## src/rtl/calc_pkg.sv

```systemverilog
// rtl/calc_pkg.sv - shared types and constants for the calculator result display
package calc_pkg;

    typedef enum logic {
        ST_IDLE    = 1'b0,
        ST_CONVERT = 1'b1
    } state_t;

    typedef enum logic [1:0] {
        SEL_ONES = 2'd0,
        SEL_TENS = 2'd1,
        SEL_SIGN = 2'd2
    } digit_sel_t;

    typedef logic [3:0] digit_t;

    localparam digit_t DIGIT_BLANK = 4'hF;
    localparam digit_t DIGIT_MINUS = 4'hE;

    localparam int DIGIT_COUNT   = 3;
    localparam int BIN_WIDTH     = 6;
    localparam int CONVERT_STEPS = 6;

    // Active-low segments, bit order {g,f,e,d,c,b,a}
    localparam logic [6:0] SEG_0     = 7'b1000000;
    localparam logic [6:0] SEG_1     = 7'b1111001;
    localparam logic [6:0] SEG_2     = 7'b0100100;
    localparam logic [6:0] SEG_3     = 7'b0110000;
    localparam logic [6:0] SEG_4     = 7'b0011001;
    localparam logic [6:0] SEG_5     = 7'b0010010;
    localparam logic [6:0] SEG_6     = 7'b0000010;
    localparam logic [6:0] SEG_7     = 7'b1111000;
    localparam logic [6:0] SEG_8     = 7'b0000000;
    localparam logic [6:0] SEG_9     = 7'b0010000;
    localparam logic [6:0] SEG_MINUS = 7'b0111111;
    localparam logic [6:0] SEG_BLANK = 7'b1111111;

    // One double-dabble step on {tens[2:0], ones[3:0]}; returns {tens, ones}.
    // Magnitudes never exceed 32, so tens stays below 5 and never needs correction.
    function automatic logic [7:0] dd_step(input logic [6:0] bcd, input logic bit_in);
        logic [3:0] ones_adj;
        ones_adj = (bcd[3:0] >= 4'd5) ? (bcd[3:0] + 4'd3) : bcd[3:0];
        return {bcd[6:4], ones_adj, bit_in};
    endfunction

endpackage

```

## src/rtl/result_display_if.sv

```systemverilog
// rtl/result_display_if.sv - load/status and display bus of the result display
interface result_display_if;
    logic       load;
    logic [5:0] value;
    logic       busy;
    logic       done;
    logic [2:0] an;
    logic [6:0] seg;

    modport master (
        output load,
        output value,
        input  busy,
        input  done,
        input  an,
        input  seg
    );

    modport slave (
        input  load,
        input  value,
        output busy,
        output done,
        output an,
        output seg
    );
endinterface

```

## src/rtl/seg7_decoder.sv

```systemverilog
// rtl/seg7_decoder.sv - digit code to active-low seven-segment pattern
module seg7_decoder
    import calc_pkg::*;
(
    input  digit_t     code,
    output logic [6:0] seg
);

    always_comb begin
        seg = SEG_BLANK;
        case (code)
            4'd0:        seg = SEG_0;
            4'd1:        seg = SEG_1;
            4'd2:        seg = SEG_2;
            4'd3:        seg = SEG_3;
            4'd4:        seg = SEG_4;
            4'd5:        seg = SEG_5;
            4'd6:        seg = SEG_6;
            4'd7:        seg = SEG_7;
            4'd8:        seg = SEG_8;
            4'd9:        seg = SEG_9;
            DIGIT_MINUS: seg = SEG_MINUS;
            default:     seg = SEG_BLANK;
        endcase
    end

endmodule

```

## src/rtl/result_display.sv

```systemverilog
// rtl/result_display.sv - signed 6-bit result to BCD, multiplexed onto three 7-segment digits
module result_display
    import calc_pkg::*;
#(
    parameter int REFRESH_DIV = 100000
) (
    input  logic             clk,
    input  logic             rst_n,
    result_display_if.slave  bus
);

    localparam int CNT_W = (REFRESH_DIV > 2) ? $clog2(REFRESH_DIV) : 1;

    state_t                 state_q, state_d;
    logic                   busy;
    logic                   capture;
    logic                   last_step;
    logic                   done_q;
    logic [2:0]             step_q;
    logic                   neg_q;
    logic [BIN_WIDTH-1:0]   bin_q;
    logic [6:0]             bcd_q;
    logic [7:0]             bcd_next;
    logic [BIN_WIDTH-1:0]   mag;

    digit_t                 ones_q, tens_q, sign_q;
    digit_t                 ones_d, tens_d, sign_d;

    logic [CNT_W-1:0]       scan_q;
    logic                   scan_wrap;
    digit_sel_t             sel_q, sel_d;
    digit_t                 code;
    logic [6:0]             seg_d;
    logic [DIGIT_COUNT-1:0] an_d;
    logic [DIGIT_COUNT-1:0] an_q;
    logic [6:0]             seg_q;

    // -32 negates to 6'b100000, which read unsigned is the required 32
    assign mag      = bus.value[5] ? (~bus.value + 6'd1) : bus.value;
    assign bcd_next = dd_step(bcd_q, bin_q[BIN_WIDTH-1]);

    always_ff @(posedge clk) begin
        if (!rst_n) begin
            state_q <= ST_IDLE;
        end else begin
            state_q <= state_d;
        end
    end

    always_comb begin
        state_d = state_q;
        case (state_q)
            ST_IDLE:    if (bus.load) state_d = ST_CONVERT;
            ST_CONVERT: if (step_q == 3'(CONVERT_STEPS - 1)) state_d = ST_IDLE;
            default:    state_d = ST_IDLE;
        endcase
    end

    always_comb begin
        busy      = (state_q == ST_CONVERT);
        capture   = (state_q == ST_IDLE) && bus.load;
        last_step = (state_q == ST_CONVERT) && (step_q == 3'(CONVERT_STEPS - 1));
    end

    always_ff @(posedge clk) begin
        if (!rst_n) begin
            done_q <= 1'b0;
            step_q <= 3'd0;
            neg_q  <= 1'b0;
            bin_q  <= '0;
            bcd_q  <= '0;
        end else begin
            done_q <= last_step;
            if (capture) begin
                neg_q  <= bus.value[5];
                bin_q  <= mag;
                bcd_q  <= '0;
                step_q <= 3'd0;
            end else if (busy) begin
                bin_q  <= {bin_q[BIN_WIDTH-2:0], 1'b0};
                bcd_q  <= bcd_next[6:0];
                step_q <= step_q + 3'd1;
            end
        end
    end

    // Next display contents; the last step's result goes straight to the digits
    always_comb begin
        ones_d = ones_q;
        tens_d = tens_q;
        sign_d = sign_q;
        if (last_step) begin
            ones_d = bcd_next[3:0];
            tens_d = (bcd_next[7:4] == 4'd0) ? DIGIT_BLANK : bcd_next[7:4];
            sign_d = neg_q ? DIGIT_MINUS : DIGIT_BLANK;
        end
    end

    assign scan_wrap = (scan_q == CNT_W'(REFRESH_DIV - 1));

    always_comb begin
        sel_d = sel_q;
        if (scan_wrap) begin
            case (sel_q)
                SEL_ONES: sel_d = SEL_TENS;
                SEL_TENS: sel_d = SEL_SIGN;
                default:  sel_d = SEL_ONES;
            endcase
        end
    end

    // an and seg are both computed from the next selection so they change on the same edge
    always_comb begin
        code = ones_d;
        case (sel_d)
            SEL_TENS: code = tens_d;
            SEL_SIGN: code = sign_d;
            default:  code = ones_d;
        endcase
        an_d = ~(DIGIT_COUNT'(1) << sel_d);
    end

    seg7_decoder u_seg7_decoder (
        .code (code),
        .seg  (seg_d)
    );

    always_ff @(posedge clk) begin
        if (!rst_n) begin
            scan_q <= '0;
            sel_q  <= SEL_ONES;
            an_q   <= 3'b110;
            seg_q  <= SEG_0;
            ones_q <= 4'd0;
            tens_q <= DIGIT_BLANK;
            sign_q <= DIGIT_BLANK;
        end else begin
            scan_q <= scan_wrap ? '0 : (scan_q + CNT_W'(1));
            sel_q  <= sel_d;
            an_q   <= an_d;
            seg_q  <= seg_d;
            ones_q <= ones_d;
            tens_q <= tens_d;
            sign_q <= sign_d;
        end
    end

    assign bus.busy = busy;
    assign bus.done = done_q;
    assign bus.an   = an_q;
    assign bus.seg  = seg_q;

endmodule

```

## src/flat_wrapper.sv

```systemverilog
// flat-port wrapper written by rule: the top's interface ports become plain ports
module result_display_flat import calc_pkg::*;
#(
    parameter int REFRESH_DIV = 100000
)
  (clk, rst_n, bus_load, bus_value, bus_busy, bus_done, bus_an, bus_seg);
  result_display_if bus_i ();
  input  logic clk;
  input  logic rst_n;
  input wire logic [$bits(bus_i.load)-1:0] bus_load;
  input wire logic [$bits(bus_i.value)-1:0] bus_value;
  output wire logic [$bits(bus_i.busy)-1:0] bus_busy;
  output wire logic [$bits(bus_i.done)-1:0] bus_done;
  output wire logic [$bits(bus_i.an)-1:0] bus_an;
  output wire logic [$bits(bus_i.seg)-1:0] bus_seg;
  assign bus_i.load = bus_load;
  assign bus_i.value = bus_value;
  assign bus_busy = bus_i.busy;
  assign bus_done = bus_i.done;
  assign bus_an = bus_i.an;
  assign bus_seg = bus_i.seg;
  result_display #(.REFRESH_DIV(REFRESH_DIV)) u_core (.clk(clk), .rst_n(rst_n), .bus(bus_i));
endmodule
```

## config.mk

```make
export PLATFORM = sky130hd
export DESIGN_NAME = result_display_flat
export DESIGN_NICKNAME = d
export VERILOG_FILES = /design/src/rtl/calc_pkg.sv /design/src/rtl/result_display_if.sv /design/src/rtl/seg7_decoder.sv /design/src/rtl/result_display.sv /design/src/flat_wrapper.sv
export SDC_FILE = /design/constraint.sdc
export NUM_CORES = 1
export LEC_CHECK = 0
export CORE_MARGIN = 5
export CORE_UTILIZATION = 60
export DETAILED_ROUTE_END_ITERATION = 8
export PLACE_DENSITY = 0.81
export SLEW_MARGIN = 10
export SYNTH_ARGS = -nofsm -noshare
export SYNTH_HDL_FRONTEND = slang
export SYNTH_SLANG_ARGS = --single-unit
```

## constraint.sdc

```tcl
create_clock -name clk -period 6.7 [get_ports clk]
set_input_delay 1.34 -clock clk [delete_from_list [all_inputs] [get_ports clk]]
set_output_delay 1.34 -clock clk [all_outputs]
set_load 0.03 [all_outputs]
```

* Word level (Yosys, flattened, before mapping)
Memory sizes are Yosys's and may differ from the RTL's. A register that Yosys moved wholly into a read port is not among the register bits. Cells that the tools add are included.
Word-level totals: memory bits (read-only) 112, input bits 9, register bits after elaboration 53, output and inout port bits 12, memories 1
Memory list:
- (name not given) | words 16, bits a word 7, read ports 1, clocked after memory_dff 1, write ports 0, RTL line seg7_decoder.sv:11 | case (code)
Cells by class: add/subtract/negate cells 4, bitwise operators 4, order comparisons 1, shift-type cells 1, muxes and demuxes 15, reductions and logical operators 8, eq/ne operators 5
Operators with widths (number):
- $mux 4 | 5
- $mux 6 | 3
- $add 17x1->17 const B | 1
- $eq 17x17->1 const B | 1
- $pmux 4 s2 | 1
- $add 6x1->6 const B | 1
- $not 6->6 | 1
- $add 4x2->4 const B | 1
- $eq 2x1->1 const B | 2
- $ge 4x3->1 const B | 1
- $logic_not 4->1 | 1
- $pmux 2 s2 | 1
- $reduce_or 2->1 | 2
- $add 3x1->3 const B | 1
- $eq 3x3->1 const B | 1
- $mux 1 | 3
- $not 3->3 | 1
- $shl 1x2->3 const A | 1
- $eq 2x2->1 const B | 1
- $logic_and 1x1->1 | 2
- $logic_not 2->1 | 1
- $mux 2 | 1
- $not 1->1 | 2
- $pmux 1 s2 | 1
- 2 further kinds | 2

* Logic depth before layout (Yosys ltp)
word-level depth 6, depth in mapped cells 16, depth with buffers taken out 16

* By module
A second synthesis with hierarchy kept.
Second synthesis, totals: cell total of the unflattened synthesis 327, area, all modules 2859.0 um^2
Modules (own cells, without submodules):
- result_display | cells each 294, instances 1, area each 2641.3 um^2, seq. area each 1201.2 um^2
- seg7_decoder | cells each 33, instances 1, area each 217.7 um^2, seq. area each 0.0 um^2

* Least setup slack after synthesis
No wires, ideal clock.
path type reg-to-reg, start point reg u_core.scan_q[9], end point reg u_core.seg_q[4] (netlist: u_core.bus.seg[4]), stages on the path, launching flop included 16, library setup time 0.086 ns, arrival 3.260 ns, period minus slack after synthesis 3.346 ns, path slack 3.354 ns, path through dfxtp_1 > nand2_1 > nor3_1 > nand4_1 > or4_1 > nor2_1 > mux2_2 > inv_1 > ha_1 > clkbuf_1 > o211a_1 > a2bb2oi_2 > inv_1 > ha_1 > mux2_4 > a221oi_2
Between the ends: cells in the longest elaborated chain, start to end 4, elaborated cells on any way between the ends 5
Ends and longest elaborated chain:
- from (decl) | RTL line result_display.sv:29 | logic [CNT_W-1:0] scan_q;
- from (signal assigned) | RTL line result_display.sv:138 | scan_q <= scan_wrap ? '0 : (scan_q + CNT_W'(1));
- $eq 17x17->1 * | RTL line result_display.sv:99 | assign scan_wrap = (scan_q == CNT_W'(REFRESH_DIV - 1));
- $mux 2 * | RTL line result_display.sv:103 | if (scan_wrap) begin
- via u_core.sel_d[1] | RTL line result_display.sv:31 | digit_sel_t sel_q, sel_d;
- $eq 2x2->1 / $eq 2x1->1 (equally long branches) | RTL line result_display.sv:115 | case (sel_d)
- $pmux 4 s2 * | RTL line result_display.sv:115
- to (decl) | RTL line result_display.sv:36 | logic [6:0] seg_q;
Mark *: on every way through the listed nets, which the timed path passes. The rest lies on a longest branch. A chain may end at the register's enable or synchronous reset.

* Worst setup path after layout
Ends and elaborated chain as after synthesis.

==> results summary <==
In this run the core area contains 25 standard-cell rows. The post-DP HPWL is 3702 um. Setup repair after global routing left no endpoint under its margin. The worst IR drop on VDD is 177.8 uV. The number of global-route vias before repair was 2181. The critical path is of the register to register type. The die is 78.77 um wide. After clock tree synthesis, the clock-pin slew on the worst setup and hold paths is 0.06 ns. The number of I/O pins came out at 21.

The post-synthesis cell type with the largest combined area is sky130_fd_sc_hd__dfxtp_1. The number of endpoints failing setup at the final stage came out at 0. The worst setup path is captured at a register. The worst hold path belongs to the class register to register. Sorting the synthesized cells by area gives the leading types as sky130_fd_sc_hd__dfxtp_1, sky130_fd_sc_hd__nor2_1, sky130_fd_sc_hd__ha_1. The number of DRC markers after the initial detailed-route iteration came out at 80. The congestion estimate from routability-driven global placement came to 0.8271. The clock tree from TritonCTS is done.

The area growth from synthesis to layout is 13.01%. The number of gates resized after cts is 0. The total detailed-routing wirelength is 5353 um. The worst-case clock skew is 0.005115 ns. The number of antenna violations at the first check in global routing is 0.

The warning count from the yosys run is 0. Synthesis produced a netlist whose cell count is 325. The height of the chip is 78.77 um.

The area of the die came out at 0.006205 mm2. The insertion delay of the later-clocked pin in the worst-skew pair is 0.33 ns. The count of different cell masters after synthesis is 49. The final routed wire length divided by cell count is 13.35 um. For this design, the sink count on the clock tree is 60. The analysis attributes to cell leakage a power of 1.214 nW. The via count is 2264. CTS built an H-tree with a depth of 3. The maximum number of pins on one net before global-route repair is 24. The worst setup path is launched from a register. The share of synthesized area occupied by flip-flops and latches came out at 42.33%. The first-pass GRT wire length is 9646 um. CTS placed an instance of sky130_fd_sc_hd__clkbuf_8 at the clock tree root.

In this run the tool buffered the top-level ports with 20 buffer cells. The average via count per standard cell came out at 5.646. The final number of max-transition violations is 0. Static timing analysis puts the maximum clock frequency at 278.8 MHz.

After routing, the total negative slack on setup checks comes to 0 ns. Once the floorplan was initialized, standard cells occupied 60.89% of the core. The net count of the finished layout is 366. The run finished with clean final reports. Power spread over the standard cell area amounts to 213.7 mW/mm2. The mean post-synth cell area came out at 8.731 um2. In this run the worst path has a maximum fanout of 8. The number of nets produced by synthesis came out at 348. In this run the power spent charging and discharging nets is 0.0001554 W.

The DRC violations left came out at 0. The number of buffers inserted to repair setup after CTS came out at 0. The shortest clock period the worst path allows after layout came out at 3.586 ns. The sequential cell area in the final layout is 0.001201 mm2. Net switching is 22.67% of the power.

The remaining antenna violation count is 0. The mapped cell area is 0.002838 mm2. The share of final-layout standard cells stronger than drive strength 1 is 7.205%. The portion of total power attributed to combinational logic came out at 5.5%. Per report_power, the clock group accounts for 40.7% of the total. Measured against its own limit, the worst slew margin works out to 27.22%.

The number of buffers between clock root and the deepest sink came out at 2. The multi-input combinational cells in the finished layout cover a total of 0.001498 mm2. The core box area is 0.004661 mm2. The arrival time at the worst endpoint is 3.83 ns.

The total inserted antenna cells is 0. The data required time of the worst path is 6.94 ns. The final count of hold timing violations came out at 0.

Global routing consumed, over all layers together, 19.87% of the routing resources. The share of total power in sequential cells came out at 53.8%. The final critical path takes up 53.53% of the cycle.

The cell-internal power came out at 0.0005300 W. The number of violations of the max-capacitance limit came out at 0. The number of iterations in the first detailed-routing pass came out at 4. The number of fillers in the final layout is 386. The measured slew at the worst slew-check pin is 1.084 ns.

The synthesized design devotes to its leading area cell type 42.33% of total area. The post-route total power is 0.0006853 W. The number of buffers inserted during clock tree synthesis came out at 9. The register bit total from synthesis is 60.

The remaining global-route overflow came out at 0. The number of hold-repair buffers added at the cts stage is 0.
[state kept, by name (all words and copies together) (netlist names)]
| signal | count |
|---|---|
| u_core.bcd_q | 7 |
| u_core.bin_q | 6 |
| u_core.bus.an | 3 |
| u_core.bus.busy | 1 |
| u_core.bus.done | 1 |
| u_core.bus.seg | 7 |
| u_core.neg_q | 1 |
| u_core.ones_q | 4 |
| u_core.scan_q | 17 |
| u_core.sel_q | 2 |
| u_core.sign_q | 4 |
| u_core.step_q | 3 |
| u_core.tens_q | 4 |
[final cells by class]
type | count | area share, %
clock buffer | 13 | 4.955
inverter | 17 | 1.990
sequential | 60 | 37.46
timing repair buffer | 21 | 6.477
tap | 54 | 2.107
multi-input combinational | 234 | 46.70
clock inverter | 2 | 0.3121
[cell usage in the layout, fill, tap and decap left out, types with 11 or more instances in the layout]
cell                              instances
sky130_fd_sc_hd__mux2i_1                 11
sky130_fd_sc_hd__nand2_1                 23
sky130_fd_sc_hd__ha_1                    14
sky130_fd_sc_hd__clkdlybuf4s50_1         20
sky130_fd_sc_hd__a211oi_1                11
sky130_fd_sc_hd__a21oi_1                 16
sky130_fd_sc_hd__inv_1                   17
sky130_fd_sc_hd__nor2_1                  50
sky130_fd_sc_hd__clkbuf_8                11
sky130_fd_sc_hd__nand3_1                 12
sky130_fd_sc_hd__dfxtp_1                 60
[through the flow]
stage	setup WS [ns]	hold slack [ns]	cell area, um2	cells	util (%)
global route	2.760	0.4722	3207	401	68.81
detailed placement	3.178	0.4329	3038	386	65.18
CTS	3.141	0.4497	3207	401	68.81
global placement	3.221	0.4280	3038	386	65.18
finish	3.114	0.4495	3207	401	68.81
floorplan	3.354	0.4098	2838	325	-
[worst paths after layout]
path                                       start                 to  slack [ns]  cells past startpoint
worst min register to register  u_core.sign_q[3]   u_core.sign_q[3]        0.45                      1
worst min-delay path            u_core.sign_q[3]   u_core.sign_q[3]        0.45                      1
worst max-delay path            u_core.scan_q[9]  u_core.bus.seg[4]        3.11                     15
worst max register to register  u_core.scan_q[9]  u_core.bus.seg[4]        3.11                     15
[cell families after synthesis]
logic type	count (synthesis)	share of synthesized area, %
AOI/OAI and AO/OA	62	14.42
and+or+nand+nor	126	21.52
xor gates and xnor gates	19	5.864
muxes	13	4.806
adders and majority gates	14	6.173
DFF	60	42.33
buffers and inverters	31	4.894
[per-layer routing]
layer  vias to the layer above  wire, um  GRT usage (%)  part of all wire, %
li1                       1165         -              -                    -
met1                      1046      2405          22.59                   45
met2                        43      2605          33.36                   49
met3                        10       222          6.122                  4.1
met4                         0       121          10.49                  2.3
met5                         -         0              0                    0
[power groups by stage]
stage               clock network [W]  registers [W]  logic [W]
finish                       0.000279       0.000369  0.0000379
global route                 0.000304       0.000370  0.0000429
CTS                          0.000289       0.000369  0.0000385
detailed placement                  0       0.000377  0.0000384
global placement                    0       0.000376  0.0000371
floorplan                           0       0.000375  0.0000272
[cell usage after synthesis (all sizes together)]
cell and count:
o21ai 15, a2bb2oi 1, nor2b 3, nand3 14, a221oi 2, inv 17, o211a 1, or4 1
dfxtp 60, a21o 1, or2 2, and2 3, nor3b 1, nor2 51, and3 1, o31ai 4
a31oi 3, a21oi 17, mux2i 11, nand4 6, a211oi 11, o22ai 1, xnor2 9, o21a 2
clkbuf 7, nand2b 2, ha 14, nand2 23, xor2 10, and4 1, buf 7, a211o 2
o211ai 2, nor3 10, or3 6, mux2 2, nor4 2
[critical path, cell delays in order, from the launching register on]
cell	delay, ns
sky130_fd_sc_hd__dfxtp_1	0.43
sky130_fd_sc_hd__nand2_1	0.08
sky130_fd_sc_hd__nor3_1	0.13
sky130_fd_sc_hd__nand4_1	0.10
sky130_fd_sc_hd__or4_1	0.43
sky130_fd_sc_hd__nor2_1	0.18
sky130_fd_sc_hd__mux2_2	0.38
sky130_fd_sc_hd__inv_1	0.08
sky130_fd_sc_hd__ha_1	0.23
sky130_fd_sc_hd__inv_1	0.07
sky130_fd_sc_hd__o211a_1	0.23
sky130_fd_sc_hd__a2bb2oi_2	0.33
sky130_fd_sc_hd__inv_1	0.14
sky130_fd_sc_hd__ha_1	0.24
sky130_fd_sc_hd__mux2_4	0.26
sky130_fd_sc_hd__a221oi_2	0.20
Note: power is estimated with default switching activity, not from simulation.
